**src/rtl/cpu_pkg.sv**
```systemverilog
// rtl/cpu_pkg.sv - shared opcodes, state encodings and control-strobe bundle for the RISC CPU
package cpu_pkg;

  localparam int STATE_W = 4;

  localparam logic [2:0] HLT  = 3'b000;
  localparam logic [2:0] SKZ  = 3'b001;
  localparam logic [2:0] ADD  = 3'b010;
  localparam logic [2:0] ANDD = 3'b011;
  localparam logic [2:0] XORR = 3'b100;
  localparam logic [2:0] LDA  = 3'b101;
  localparam logic [2:0] STO  = 3'b110;
  localparam logic [2:0] JMP  = 3'b111;

  localparam logic [STATE_W-1:0] S0     = 4'd0;
  localparam logic [STATE_W-1:0] S1     = 4'd1;
  localparam logic [STATE_W-1:0] S2     = 4'd2;
  localparam logic [STATE_W-1:0] S3     = 4'd3;
  localparam logic [STATE_W-1:0] S4     = 4'd4;
  localparam logic [STATE_W-1:0] S5     = 4'd5;
  localparam logic [STATE_W-1:0] S6     = 4'd6;
  localparam logic [STATE_W-1:0] S7     = 4'd7;
  localparam logic [STATE_W-1:0] HALTED = 4'd8;

  typedef struct packed {
    logic inc_pc;
    logic load_acc;
    logic load_pc;
    logic rd;
    logic wr;
    logic load_ir;
    logic datactl_ena;
    logic halt;
  } ctl_t;

  // Opcodes that read an operand from memory into the accumulator path.
  function automatic logic is_aluop(input logic [2:0] op);
    return (op == ADD) || (op == ANDD) || (op == XORR) || (op == LDA);
  endfunction

endpackage

```
**src/rtl/machine_fsm_decode.sv**
```systemverilog
// rtl/machine_fsm_decode.sv - combinational next-state and next-strobe decode of the instruction cycle
module machine_fsm_decode
  import cpu_pkg::*;
#(
  parameter bit HALT_STICKY = 1'b1
) (
  input  logic [STATE_W-1:0] state,
  input  logic [2:0]         opcode,
  input  logic               zero,
  output logic [STATE_W-1:0] next_state,
  output ctl_t               next_ctl
);

  always_comb begin
    next_state = S0;
    case (state)
      S0, S1, S2, S4, S5, S6: next_state = state + 4'd1;
      S3:     next_state = (opcode == HLT && HALT_STICKY) ? HALTED : S4;
      S7:     next_state = S0;
      HALTED: next_state = HALTED;
      default: next_state = S0;
    endcase
  end

  always_comb begin
    next_ctl = '0;
    case (state)
      S0: begin
        next_ctl.rd      = 1'b1;
        next_ctl.load_ir = 1'b1;
      end
      S1: begin
        next_ctl.rd      = 1'b1;
        next_ctl.load_ir = 1'b1;
        next_ctl.inc_pc  = 1'b1;
      end
      S3: begin
        next_ctl.inc_pc = 1'b1;
        next_ctl.halt   = (opcode == HLT);
      end
      S4: begin
        next_ctl.load_pc     = (opcode == JMP);
        next_ctl.rd          = is_aluop(opcode);
        next_ctl.datactl_ena = (opcode == STO);
      end
      S5: begin
        next_ctl.rd          = is_aluop(opcode);
        next_ctl.load_acc    = is_aluop(opcode);
        next_ctl.inc_pc      = (opcode == SKZ && zero) || (opcode == JMP);
        next_ctl.load_pc     = (opcode == JMP);
        next_ctl.wr          = (opcode == STO);
        next_ctl.datactl_ena = (opcode == STO);
      end
      S6: begin
        next_ctl.halt        = (opcode == HLT);
        next_ctl.rd          = is_aluop(opcode);
        next_ctl.datactl_ena = (opcode == STO);
      end
      S7: next_ctl.inc_pc = (opcode == SKZ && zero);
      HALTED: next_ctl.halt = 1'b1;
      default: next_ctl = '0;
    endcase
  end

endmodule

```
**src/rtl/machine_fsm.sv**
```systemverilog
// rtl/machine_fsm.sv - instruction-cycle control FSM: state and registered control strobes
module machine_fsm
  import cpu_pkg::*;
#(
  parameter bit HALT_STICKY = 1'b1
) (
  input  logic       clk,
  input  logic       reset,
  input  logic       ena,
  input  logic [2:0] opcode,
  input  logic       zero,
  output logic       inc_pc,
  output logic       load_acc,
  output logic       load_pc,
  output logic       rd,
  output logic       wr,
  output logic       load_ir,
  output logic       datactl_ena,
  output logic       halt
);

  logic [STATE_W-1:0] state;
  logic [STATE_W-1:0] next_state;
  ctl_t               ctl;
  ctl_t               next_ctl;

  machine_fsm_decode #(
    .HALT_STICKY(HALT_STICKY)
  ) u_decode (
    .state      (state),
    .opcode     (opcode),
    .zero       (zero),
    .next_state (next_state),
    .next_ctl   (next_ctl)
  );

  // Strobes are registered alongside the state, so they lag it by one cycle.
  always_ff @(posedge clk or negedge reset) begin
    if (!reset) begin
      state <= S0;
      ctl   <= '0;
    end else if (!ena) begin
      state <= S0;
      ctl   <= '0;
    end else begin
      state <= next_state;
      ctl   <= next_ctl;
    end
  end

  assign inc_pc      = ctl.inc_pc;
  assign load_acc    = ctl.load_acc;
  assign load_pc     = ctl.load_pc;
  assign rd          = ctl.rd;
  assign wr          = ctl.wr;
  assign load_ir     = ctl.load_ir;
  assign datactl_ena = ctl.datactl_ena;
  assign halt        = ctl.halt;

endmodule
```
**config.mk**
```make
export PLATFORM = sky130hd
export DESIGN_NAME = machine_fsm
export DESIGN_NICKNAME = d
export VERILOG_FILES = /design/src/rtl/cpu_pkg.sv /design/src/rtl/machine_fsm_decode.sv /design/src/rtl/machine_fsm.sv
export SDC_FILE = /design/constraint.sdc
export NUM_CORES = 1
export LEC_CHECK = 0
export ABC_CLOCK_PERIOD_IN_PS = 2400
export BUFFER_PORTS_ARGS = -buffer_cell sky130_fd_sc_hd__buf_2
export CORE_AREA = 2 2 39 41
export DETAILED_ROUTE_END_ITERATION = 7
export DIE_AREA = 0 0 41 43
export PLACE_DENSITY_LB_ADDON = 0.08
export SLEW_MARGIN = 15
export SYNTH_ARGS = -nofsm -noshare
export SYNTH_HDL_FRONTEND = slang
export SYNTH_SLANG_ARGS = --single-unit
```
**constraint.sdc**
```tcl
create_clock -name clk -period 2.4 [get_ports clk]
set_input_delay 0.48 -clock clk [delete_from_list [all_inputs] [get_ports clk]]
set_output_delay 0.48 -clock clk [all_outputs]
set_load 0.01 [all_outputs]
```
* Yosys cells after proc, flatten, opt, wreduce, memory -nomap -nowiden
Index checks and enable logic that the tools add are counted. Widths: inputs -> output; s select.
Word-level totals: flip-flop bits (word level) 12, output and inout bits 8, input port bits 7, logic and storage cells 50
Operators by class: equal/unequal tests 15, reduce and logical (&&, ||, !) cells 13, mux-type cells 12, add/sub/neg operators 1
Operator list (count):
- $eq 4x3->1 const B | 4
- $eq 3x3->1 const B | 4
- $pmux 4 s3 | 1
- $eq 4x2->1 const B | 2
- $mux 4 | 2
- $mux 8 | 1
- $reduce_or 2->1 | 4
- $eq 3x2->1 const B | 2
- $reduce_or 6->1 | 1
- $mux 1 | 5
- $add 4x1->4 const B | 1
- $eq 4x1->1 const B | 1
- $eq 4x4->1 const B | 1
- $logic_not 4->1 | 1
- $logic_or 1x1->1 | 4
- $pmux 1 s2 | 2
- $eq 3x1->1 const B | 1
- $logic_not 3->1 | 1
- $pmux 1 s3 | 1
- $reduce_or 3->1 | 1
- $logic_and 1x1->1 | 1

* Longest topological paths before layout
depth in word-level cells 6, mapped depth 5, depth with buffers taken out 5

* Modules after synthesis
Synthesis repeated with hierarchy kept, for this count alone.
Unflattened totals: cell total of the unflattened synthesis 63, area, all modules 679.4 um^2
Modules (own cells, without submodules):
- machine_fsm | cells each 25, sequential area each 300.3 um^2, instances 1, area each 396.6 um^2
- machine_fsm_decode | cells each 38, sequential area each 0.0 um^2, instances 1, area each 282.8 um^2

* Worst setup path before layout
No wires, ideal clock.
kind register to register, from register state[0], to register state[2], buffers on the path 0, arrival time 1.283 ns, stages on the path, launching flop included 5, library setup time 0.126 ns, clock period less this slack 1.409 ns, path slack 0.991 ns, data required time 2.274 ns, cells stage by stage dfrtp_1 > ha_1 > or3_1 > o21ai_0 > a21oi_1
On the way: longest elaborated chain between the ends 4, elaborated cells between the ends (all ways) 12, classes of those cells add/sub: 1; eq/ne: 7; mux: 2; reduce/logical: 2
Ends and longest elaborated chain:
- start: declaration | RTL line machine_fsm.sv:22 | logic [STATE_W-1:0] state;
- start signal: assignment | RTL line machine_fsm.sv:46 | state <= next_state;
- branches (longest 2 deep; another with $add 4x1->4)
- $pmux 4 s3 * | RTL line machine_fsm_decode.sv:16 | case (state)
- $mux 4 * | RTL line machine_fsm.sv:42 | end else if (!ena) begin
Every way passes the cells marked *.

* Worst setup path after layout
from register state[1], to register state[2]
The elaborated chain is that of the path after synthesis.

==> summary.md <==
| Metric | Value |
|---|---|
| Drt pass-1 iters | 4 |
| Detailed-route via count | 482 |
| Synth Area in Compound Gates | 12.68% |
| Input/output buffers | 14 |
| Worst min path class | input pin to asynchronous set/reset pin |
| TritonCTS clock tree | done |
| Post-CTS repair timing setup buffer count | 0 |
| Vias/cell | 5.356 |
| Outcome | complete, no violations |
| Top cells by count, synth | dfrtp_1, nor3_1, ha_1, inv_1, o21ai_0 |
| Slew Viols, Final | 0 |
| Die W | 41 um |
| Remaining global-route overflow | 0 |
| Routed Antenna Nets | 0 |
| Largest family of logic cells by synthesized area | simple AND/OR/NAND/NOR gates |
| Crit path required time | 2.57 ns |
| Hold_buf cts | 0 |
| CP endpoint kind | register |
| Tcrit/Tclk final | 65.32% |
| Hold Fails Final Rpt | 0 |
| Most frequent cell after synthesis | dfrtp_1 |
| EDFF count, synth | 0 |
| GP Congestion | 0.8602 |
| Max IR drop VDD | 416.2 uV |
| # rows | 14 |
| Synth Area in Adders | 8.316% |
| Post-Place Cells | 86 |
| TritonCTS Buffers | 3 |
| CTS max path bufs | 2 |
| Post-CTS sizing | 0 |
| Number of clock sinks | 12 |
| Post-layout nets | 86 |
| Initial drt markers | 2 |
| Clock-pin transition on the worst setup and hold timing paths | 0.07 ns |
| Clk_skew | 0.001182 ns |
| Skew-Pair Late Insertion Delay | 0.28 ns |
| Register area share after synthesis | 49.90% |
| Pwr/cell area | 833.2 nW/um^2 |
| Synth Area in XOR/XNOR | 1.455% |
| Syn_nets | 68 |
| Yosys warnings | 0 |
| Vias in the first global route | 468 |
| Total die area | 1763 um^2 |
| Final setup TNS | 0 ns |
| Async S/R FF share, synth | 100.0% |
| Core Box Area | 1384 um^2 |
| Post-synth top area cell | dfrtp_1 |
| Drt drc | 0 |
| Yosys cell types | 24 |
| Number of diodes | 0 |
| Minimum clock period | 1.568 ns |
| Critical Path AT | 1.73 ns |
| CP Max Fanout | 8 |
| Slew HR | 75.76% |
| Critical Path Start Type | register |
| H-tree depth | 1 |
| Total power | 602.5 uW |
| RSZ-0062 raised after global routing | false |
| Ports | 15 |
| Final Core Density | 52.26% |
| Initial antenna violation count | 0 |
| FMAX | 637.9 MHz |
| Hpwl dp | 883.2 um |
| Mux cell area share after synthesis | 0% |
| Post-Synthesis Cells | 57 |
| Synth top area share | 49.90% |
| Max Cap Viol | 0 |
| Initial core utilization | 43.49% |
| Area Growth Syn to Fin | 20.17% |
| Post-Synthesis Cell Area | 601.8 um^2 |
| Non-filler cells, final | 90 |
| Pin count of the biggest net entering global routing | 13 |
| Die height | 43 um |
| Drt wl/cell | 12.81 um |
| LEAKAGE | 0.3623 nW |
| Synthesized area per cell | 10.56 um^2 |
| Root Buffer | clkbuf_4 |
| Synth Area in Simple Gates | 24.32% |
| Final setup vio count | 0 |
| Setup CP Type | register to register |
| Share of layout cells above drive strength 1 | 28.38% |
| Total GRT Usage | 17.17% |
| Least-Margin Pin Slew | 0.3636 ns |
| First-pass GRT wire length | 1966 um |
| Synth Flop Type | dfrtp_1 |
| Routed WL | 1153 um |
| Synth Register Bits | 12 |
| Top post-synthesis cells by area | dfrtp_1, ha_1, nor3_1 |
-- stage by stage --
stage	setup slack (ns)	hold slack, ns	instance area [um^2]
after floorplan	0.9912	0.1844	601.8
after global placement	0.8718	0.3717	686.9
after detailed placement	0.8534	0.3725	686.9
after CTS	0.8322	0.06756	723.2
after global routing	0.6934	0.08607	723.2
final	0.8323	0.06289	723.2
-- cell type report --
| type | count | area (um^2) |
|---|---|---|
| Timing Repair Buffer | 14 | 70.07 |
| Tap cell | 16 | 20.02 |
| Multi-Input combinational cell | 40 | 281.5 |
| Sequential cell | 12 | 300.3 |
| Fill cell | 131 | 660.6 |
| Inverter | 4 | 15.01 |
| Clock buffer | 4 | 36.28 |
-- flip-flops by register name, indices dropped and copies added (netlist names) --
register,cells
load_pc,1
wr,1
inc_pc,1
datactl_ena,1
load_acc,1
state,4
rd,1
halt,1
load_ir,1
-- critical path, stage by stage, from the launching register on --
cell and delay (ns):
dfrtp_1 0.38, inv_1 0.08, ha_1 0.26, or3_1 0.44, o21ai_0 0.19, a21oi_1 0.09
-- power breakdown --
group / internal, mW / switching (mW) / total (mW)
Combinational: 0.0718 / 0.111 / 0.183
Clock: 0.0924 / 0.0709 / 0.163
Sequential: 0.234 / 0.0224 / 0.256
-- metal layers --
| layer | routed length (um) | up-vias | track usage [%] |
|---|---|---|---|
| li1 | - | 236 | - |
| met1 | 480 | 230 | 20.40 |
| met2 | 580 | 11 | 25.94 |
| met3 | 49 | 5 | 3.141 |
| met4 | 42 | 0 | 12.67 |
| met5 | 0 | - | 0 |
-- path summary, 6_finish.rpt --
| path | slack (ns) | start | cells past startpoint | endpoint |
|---|---|---|---|---|
| hold reg to reg | 0.51 | state[0] | 1 | state[0] |
| hold / removal | 0.06 | reset | 1 | rd |
| max in group asynchronous | 2.12 | reset | 1 | state[0] |
| setup reg to reg | 0.83 | state[1] | 5 | state[2] |
| min in group clk | 0.46 | opcode[0] | 3 | load_pc |
| setup / recovery | 0.83 | state[1] | 5 | state[2] |
-- placed cells by master, fill, tap and decap left out --
cell type / count
clkbuf_8: 1
a21oi_1: 2
and3_2: 1
nor3_1: 5
nor2_1: 2
o21ai_0: 4
dfrtp_1: 12
nand2_1: 3
clkbuf_4: 3
nand3_1: 1
inv_1: 4
and3_1: 1
buf_2: 14
ha_1: 4
o41ai_2: 1
nor3b_1: 1
or3_4: 1
xnor2_1: 1
or3_1: 1
nor2b_1: 2
nand3b_1: 1
nor4_1: 1
a211oi_1: 2
o21a_1: 2
nand2b_1: 2
and4b_1: 2
-- cells by family (layout without fill, tap and decap cells) --
kind of cell	Yosys count	after routing
flip-flops	12	12
AO/OA/AOI/OAI	11	11
buffers and inverters	5	22
adder cells (fa/ha/maj)	4	4
AND/OR/NAND/NOR	24	24
XOR/XNOR	1	1
Power figures use the tool's default switching activity.
